--- src/rtl/pdetect_pkg.sv ---
// Shared constants and types for the sync-word stream framer and the
// pattern detector that consumes its output.
package pdetect_pkg;

    localparam logic [31:0] PATTERN_DEFAULT = 32'h0A0B0C0D;
    localparam int unsigned SYNC_BYTES      = 4;

    typedef enum logic [1:0] {
        ST_IDLE    = 2'd0,
        ST_SYNC    = 2'd1,
        ST_PAYLOAD = 2'd2
    } state_e;

    // Sync bytes go out most-significant byte first.
    function automatic logic [7:0] sync_byte(input logic [31:0] pattern, input logic [1:0] idx);
        logic [7:0] b;
        case (idx)
            2'd0:    b = pattern[31:24];
            2'd1:    b = pattern[23:16];
            2'd2:    b = pattern[15:8];
            default: b = pattern[7:0];
        endcase
        return b;
    endfunction

endpackage

--- src/rtl/stream_reg_slice.sv ---
// Single ready/valid output register stage: loads only when its slot is free
// and drops valid when the slot frees up with nothing new to load.
module stream_reg_slice #(
    parameter int unsigned WIDTH = 8
) (
    input  logic             i_clk,
    input  logic             i_rst,
    input  logic             i_load,
    input  logic [WIDTH-1:0] i_data,
    input  logic             i_ready,
    output logic             o_valid,
    output logic [WIDTH-1:0] o_data,
    output logic             o_free
);

    logic             valid_q, valid_d;
    logic [WIDTH-1:0] data_q, data_d;

    assign o_free = !valid_q || i_ready;

    // NOTE: every signal written here gets a default first, so no path leaves it unassigned (no latch).
    always_comb begin
        valid_d = valid_q;
        data_d  = data_q;
        if (i_load && o_free) begin
            valid_d = 1'b1;
            data_d  = i_data;
        end else if (o_free) begin
            valid_d = 1'b0;
        end
    end

    // NOTE: the data register is reset too, because downstream observes it as 8'h00 after reset.
    always_ff @(posedge i_clk) begin
        if (i_rst) begin
            valid_q <= 1'b0;
            data_q  <= '0;
        end else begin
            valid_q <= valid_d;
            data_q  <= data_d;
        end
    end

    assign o_valid = valid_q;
    assign o_data  = data_q;

endmodule

--- src/rtl/pinsert_stream_framer.sv ---
// Wraps an upstream byte stream into frames: a 4-byte sync word followed by
// PAYLOAD_LEN payload bytes, through a single registered output stage.
module pinsert_stream_framer
    import pdetect_pkg::*;
#(
    parameter logic [31:0] PATTERN     = PATTERN_DEFAULT,
    parameter int unsigned PAYLOAD_LEN = 64
) (
    input  logic        i_clk,
    input  logic        i_rst,
    input  logic [7:0]  i_m_data,
    input  logic        i_m_valid,
    output logic        o_m_ready,
    output logic [7:0]  o_s_data,
    output logic        o_s_valid,
    input  logic        i_s_ready,
    output logic        o_frame_start,
    output logic [15:0] o_frame_count,
    output logic        o_busy
);

    localparam logic [15:0] LAST_IDX  = 16'(PAYLOAD_LEN - 1);
    localparam logic [1:0]  LAST_SYNC = 2'(SYNC_BYTES - 1);

    state_e      state_q, state_d;
    logic [1:0]  sync_idx_q, sync_idx_d;
    logic [15:0] pay_cnt_q, pay_cnt_d;
    logic [15:0] frame_count_q, frame_count_d;
    logic        frame_start_q, frame_start_d;

    logic        slot_free;
    logic        load;
    logic [7:0]  load_data;
    logic        m_ready;

    always_comb begin
        state_d       = state_q;
        sync_idx_d    = sync_idx_q;
        pay_cnt_d     = pay_cnt_q;
        frame_count_d = frame_count_q;
        frame_start_d = 1'b0;
        load          = 1'b0;
        load_data     = 8'h00;
        m_ready       = 1'b0;

        unique case (state_q)
            ST_IDLE: begin
                if (i_m_valid) begin
                    state_d    = ST_SYNC;
                    sync_idx_d = '0;
                end
            end
            ST_SYNC: begin
                if (slot_free) begin
                    load          = 1'b1;
                    load_data     = sync_byte(PATTERN, sync_idx_q);
                    frame_start_d = (sync_idx_q == 2'd0);
                    sync_idx_d    = sync_idx_q + 2'd1;
                    if (sync_idx_q == LAST_SYNC) begin
                        state_d   = ST_PAYLOAD;
                        pay_cnt_d = '0;
                    end
                end
            end
            ST_PAYLOAD: begin
                m_ready = slot_free;
                if (i_m_valid && slot_free) begin
                    load      = 1'b1;
                    load_data = i_m_data;
                    pay_cnt_d = pay_cnt_q + 16'd1;
                    if (pay_cnt_q == LAST_IDX) begin
                        state_d       = ST_IDLE;
                        frame_count_d = frame_count_q + 16'd1;
                    end
                end
            end
            default: state_d = ST_IDLE;
        endcase
    end

    always_ff @(posedge i_clk) begin
        if (i_rst) begin
            state_q       <= ST_IDLE;
            sync_idx_q    <= '0;
            pay_cnt_q     <= '0;
            frame_count_q <= '0;
            frame_start_q <= 1'b0;
        end else begin
            state_q       <= state_d;
            sync_idx_q    <= sync_idx_d;
            pay_cnt_q     <= pay_cnt_d;
            frame_count_q <= frame_count_d;
            frame_start_q <= frame_start_d;
        end
    end

    stream_reg_slice #(.WIDTH(8)) u_out_reg (
        .i_clk   (i_clk),
        .i_rst   (i_rst),
        .i_load  (load),
        .i_data  (load_data),
        .i_ready (i_s_ready),
        .o_valid (o_s_valid),
        .o_data  (o_s_data),
        .o_free  (slot_free)
    );

    // A byte arriving during the reset cycle must not be taken.
    assign o_m_ready     = m_ready && !i_rst;
    assign o_frame_start = frame_start_q;
    assign o_frame_count = frame_count_q;
    assign o_busy        = (state_q != ST_IDLE);

endmodule

--- config.mk ---
export PLATFORM = sky130hd
export DESIGN_NAME = pinsert_stream_framer
export DESIGN_NICKNAME = d
export VERILOG_FILES = /design/src/rtl/pdetect_pkg.sv /design/src/rtl/stream_reg_slice.sv /design/src/rtl/pinsert_stream_framer.sv
export SDC_FILE = /design/constraint.sdc
export NUM_CORES = 1
export LEC_CHECK = 0
export BUFFER_PORTS_ARGS = -buffer_cell sky130_fd_sc_hd__buf_2
export CAP_MARGIN = 0
export CORE_MARGIN = 2
export CORE_UTILIZATION = 61
export CTS_CLUSTER_DIAMETER = 30
export DETAILED_ROUTE_END_ITERATION = 10
export GPL_TIMING_DRIVEN = 0
export PLACE_DENSITY_LB_ADDON = 0.1
export SKIP_LAST_GASP = 1
export SYNTH_ARGS = -nofsm -noshare
export SYNTH_HDL_FRONTEND = slang
export SYNTH_SLANG_ARGS = --single-unit
--- constraint.sdc ---
create_clock -name i_clk -period 3.8 [get_ports i_clk]
set_clock_uncertainty 0.15 [all_clocks]
set_input_delay 1.14 -clock i_clk [delete_from_list [all_inputs] [get_ports i_clk]]
set_output_delay 1.14 -clock i_clk [all_outputs]
set_load 0.01 [all_outputs]
==> run summary <==
STATUS
---------------------------------------------------------------------------------
Result of the run                                                       completed

YOSYS
---------------------------------------------------------------------------------
Per-instance average area after synthesis                             8.248 sq um
Top cell type's share of synthesized area                                  0.3613
Synth Flop Type                                                           dfxtp_1
Mapped Nets                                                                   331
Cell types occupying the most area after synthesis                   dfxtp_1 (36%), mux2_2 (8.0%), ha_1 (4.9%)
Fraction of registers with async set or reset after synthesis                   0
Cells after synthesis                                                         309
Sequential share of the synthesized area                                   0.3613
Number of enable-type register cells in the synthesized netlist                 0
Mapped cell area                                                       2549 sq um
Post-synth cell types                                                          41
Yosys reg bits                                                                 46
Number of warnings issued by yosys                                              0
Synth area leader                                                         dfxtp_1

GLOBAL ROUTE
---------------------------------------------------------------------------------
GRT overflow                                                                    0
Antenna violations before repair                                                0
First-pass GRT wire length                                               8.907 mm
Pin count of the biggest net entering global routing                           14
Vias in the first global route                                              2,018
Overall Global Routing Usage                                               0.2489

STA
---------------------------------------------------------------------------------
Setup repair after global routing missed its margin                            no
Final setup TNS                                                              0 ns
Final critical-path share of the clock period                              0.9098
Peak clock frequency supported by timing                                289.2 MHz
Number of failing hold endpoints at the final stage                             0
Min Tclk post-route                                                      3.457 ns
Slew margin rel.                                                           0.6775
Final critical-path setup slack                                         0.3426 ns
Final setup violation count                                                     0
Tightest Pin Transition                                                 0.4838 ns
Final-report max-slew violation count                                           0

CLOCK TREE
---------------------------------------------------------------------------------
Num CTS Buffers                                                                 5
Setup fix buffers added after clock tree synthesis                              0
TritonCTS clock tree                                                          yes
Clock latency of the later-clocked register in the worst-skew pair        0.29 ns
Clock tree root driver cell                                              clkbuf_8
Maximum level of the CTS H-tree                                                 2
Max clock buf depth                                                             2
Hold_buf cts                                                                    0
Number of sinks driven by the clock tree                                       46
Clock-pin slew on the worst setup and hold paths                          0.08 ns
Resize count post-CTS                                                           0

WORST SETUP PATH
---------------------------------------------------------------------------------
Crit-path cells                                                      clkbuf_1 -> clkbuf_1 -> nor3_1 -> buf_2
Cell class contributing the biggest share of worst-path delay        buffers and inverters
Slowest cell on the critical path                                        clkbuf_1
Cell with the most instances on the worst path                           clkbuf_1
Worst setup path class                                                     in2out
Startpoint of the worst-slack reg-to-reg timing path                   state_q[0]
WP depth                                                                        4
Setup slack, reg-to-reg                                                   1.20 ns
Crit path launch                                                            i_rst
Worst-path fanout max                                                          10
Worst-case reg-to-reg path depth                                                7
Category of the worst setup path capture point                        output port
Required time at the worst-slack endpoint                                 2.51 ns
Delay of the slowest cell on the worst path                               0.43 ns
Startpoint Class                                                        input pin
Crit path buffers/inverters                                                     3
Data arrival at the endpoint of the critical path                         2.17 ns

HOLD PATH
---------------------------------------------------------------------------------
Hold Crit Class                                                           reg2reg
WHS Path Cells                                                                  2
Worst hold path startpoint                                           u_out_reg.o_data[5]

ROUTE
---------------------------------------------------------------------------------
Violation count after the first detailed-route iteration                       80
First-pass detailed-route iteration total                                       4
Routed wirelength normalized by instance count                           13.60 um
DRC violation count after routing                                               0
Number of routed nets with antenna violations                                   0
Vias after detailed routing                                                 2,328
Via-per-instance ratio                                                      5.748
DRT Wirelength                                                           5.508 mm

FLOORPLAN
---------------------------------------------------------------------------------
Initial core utilization                                                   0.6372
Area of the core                                                       4000 sq um
Die Footprint                                                          4711 sq um
Boundary Pins                                                                  40
Std-Cell Rows                                                                  23
Die Height                                                               68.64 um
Chip width                                                               68.64 um

POWER AND IR DROP
---------------------------------------------------------------------------------
Maximum vdd drop                                                        0.3192 mV
Leakage dissipation                                                      1.101 nW
Total power per unit cell area                                       451.0 nW/um^2

CELLS AND AREA
---------------------------------------------------------------------------------
Area Overhead vs Synth                                                     14.09%
Commonest cells after routing, fill and taps aside                   dfxtp_1 (46), buf_2 (41), nor2_1 (23)
Ant. Diodes                                                                     0
Most common library cell in the layout ignoring fill and taps             dfxtp_1
Number of fillers in the final layout                                         350
Net count, final                                                              376
Final instance area                                                    2908 sq um
Share of layout cells above drive strength 1                               0.1944

PLACED DESIGN
---------------------------------------------------------------------------------
Gpl congestion                                                             0.8162
Pre-CTS setup slack                                                     0.3478 ns
Total placed instance area                                             2801 sq um
Count of buffers from port buffering                                           38
Detailed placer's ending HPWL                                            4.021 mm

JOB
---------------------------------------------------------------------------------
Max-cap violation count                                                         0

[worst reg2reg max path, delay by kind of cell (launching register included)]
family / cells / cell delay (ns)
compound gates: 1 / 0.31
flops: 1 / 0.37
buf+inv: 3 / 0.70
fa+ha+maj: 1 / 0.28
mux: 1 / 0.37
simple gates: 1 / 0.33
[path summary, 6_finish.rpt]
check | to
worst max-delay path | o_m_ready
worst min-delay path | u_out_reg.o_data[5]
worst max register to register | pay_cnt_q[11]
worst min register to register | u_out_reg.o_data[5]
[cell usage after synthesis (7+ instances only)]
cell / instances
nand3_1: 18
nand2b_1: 7
clkbuf_1: 15
inv_1: 13
mux2_2: 18
nor4_1: 15
or3_1: 9
nand2_1: 20
a21oi_1: 18
nand4_1: 7
nor3b_1: 7
nor2b_1: 15
nor2_1: 23
o21ai_0: 10
ha_1: 10
nor3_1: 16
dfxtp_1: 46
[sequential cells by signal, summed over array words and instances, names as in the netlist]
name	count
o_frame_count	16
pay_cnt_q	16
u_out_reg.o_data	8
state_q	2
sync_idx_q	2
o_frame_start	1
u_out_reg.o_valid	1
[through the flow]
| stage | power (mW) | instances | hold WS [ns] | utilization |
|---|---|---|---|---|
| 5_1_grt | 1.391 | 405 | 0.3282 | 0.7269 |
| 2_1_floorplan | 0.8498 | 309 | 0.3061 | - |
| 3_3_place_gp | 0.9559 | 397 | 0.2879 | 0.7003 |
| 6_report | 1.311 | 405 | 0.3058 | 0.7269 |
| 4_1_cts | 1.321 | 405 | 0.3103 | 0.7269 |
| 3_5_place_dp | 0.9627 | 397 | 0.2965 | 0.7003 |
[kinds of logic (layout without fill, tap and decap cells)]
| kind of cell | count (synthesis) | after routing | synth area share |
|---|---|---|---|
| AO/OA/AOI/OAI | 46 | 46 | 0.1154 |
| XOR/XNOR | 1 | 1 | 0.003437 |
| adder cells (fa/ha/maj) | 10 | 10 | 0.04909 |
| buffers and inverters | 31 | 77 | 0.04713 |
| flip-flops | 46 | 46 | 0.3613 |
| multiplexers | 22 | 22 | 0.09573 |
| AND/OR/NAND/NOR | 153 | 153 | 0.3279 |
[routing by layer]
layer / vias to the layer above / share of wire / track usage
li1: 1203 / - / -
met1: 1083 / 0.49 / 0.3320
met2: 38 / 0.47 / 0.4026
met3: 4 / 0.032 / 0.05357
met4: 0 / 0.0089 / 0.07500
met5: - / 0 / 0
[final cells by class]
class | instances | area [sq um] | area share
Tap cell | 50 | 62.56 | 0.02151
Buffer | 18 | 71.32 | 0.02453
Inverter | 13 | 48.80 | 0.01678
Clock inverter | 1 | 30.03 | 0.01033
Timing Repair Buffer | 38 | 190.2 | 0.06540
Clock buffer | 7 | 76.32 | 0.02625
Sequential cell | 46 | 920.9 | 0.3167
Multi-Input combinational cell | 232 | 1508 | 0.5185
[power breakdown]
group          leakage (nW)  total [mW]  switching, mW  internal, mW
Clock                0.0524       0.353          0.157         0.197
Sequential            0.371       0.534         0.0205         0.513
Combinational         0.678       0.424          0.280         0.145
Total                  1.10        1.31          0.457         0.854
(Power assumes the default switching activity.)
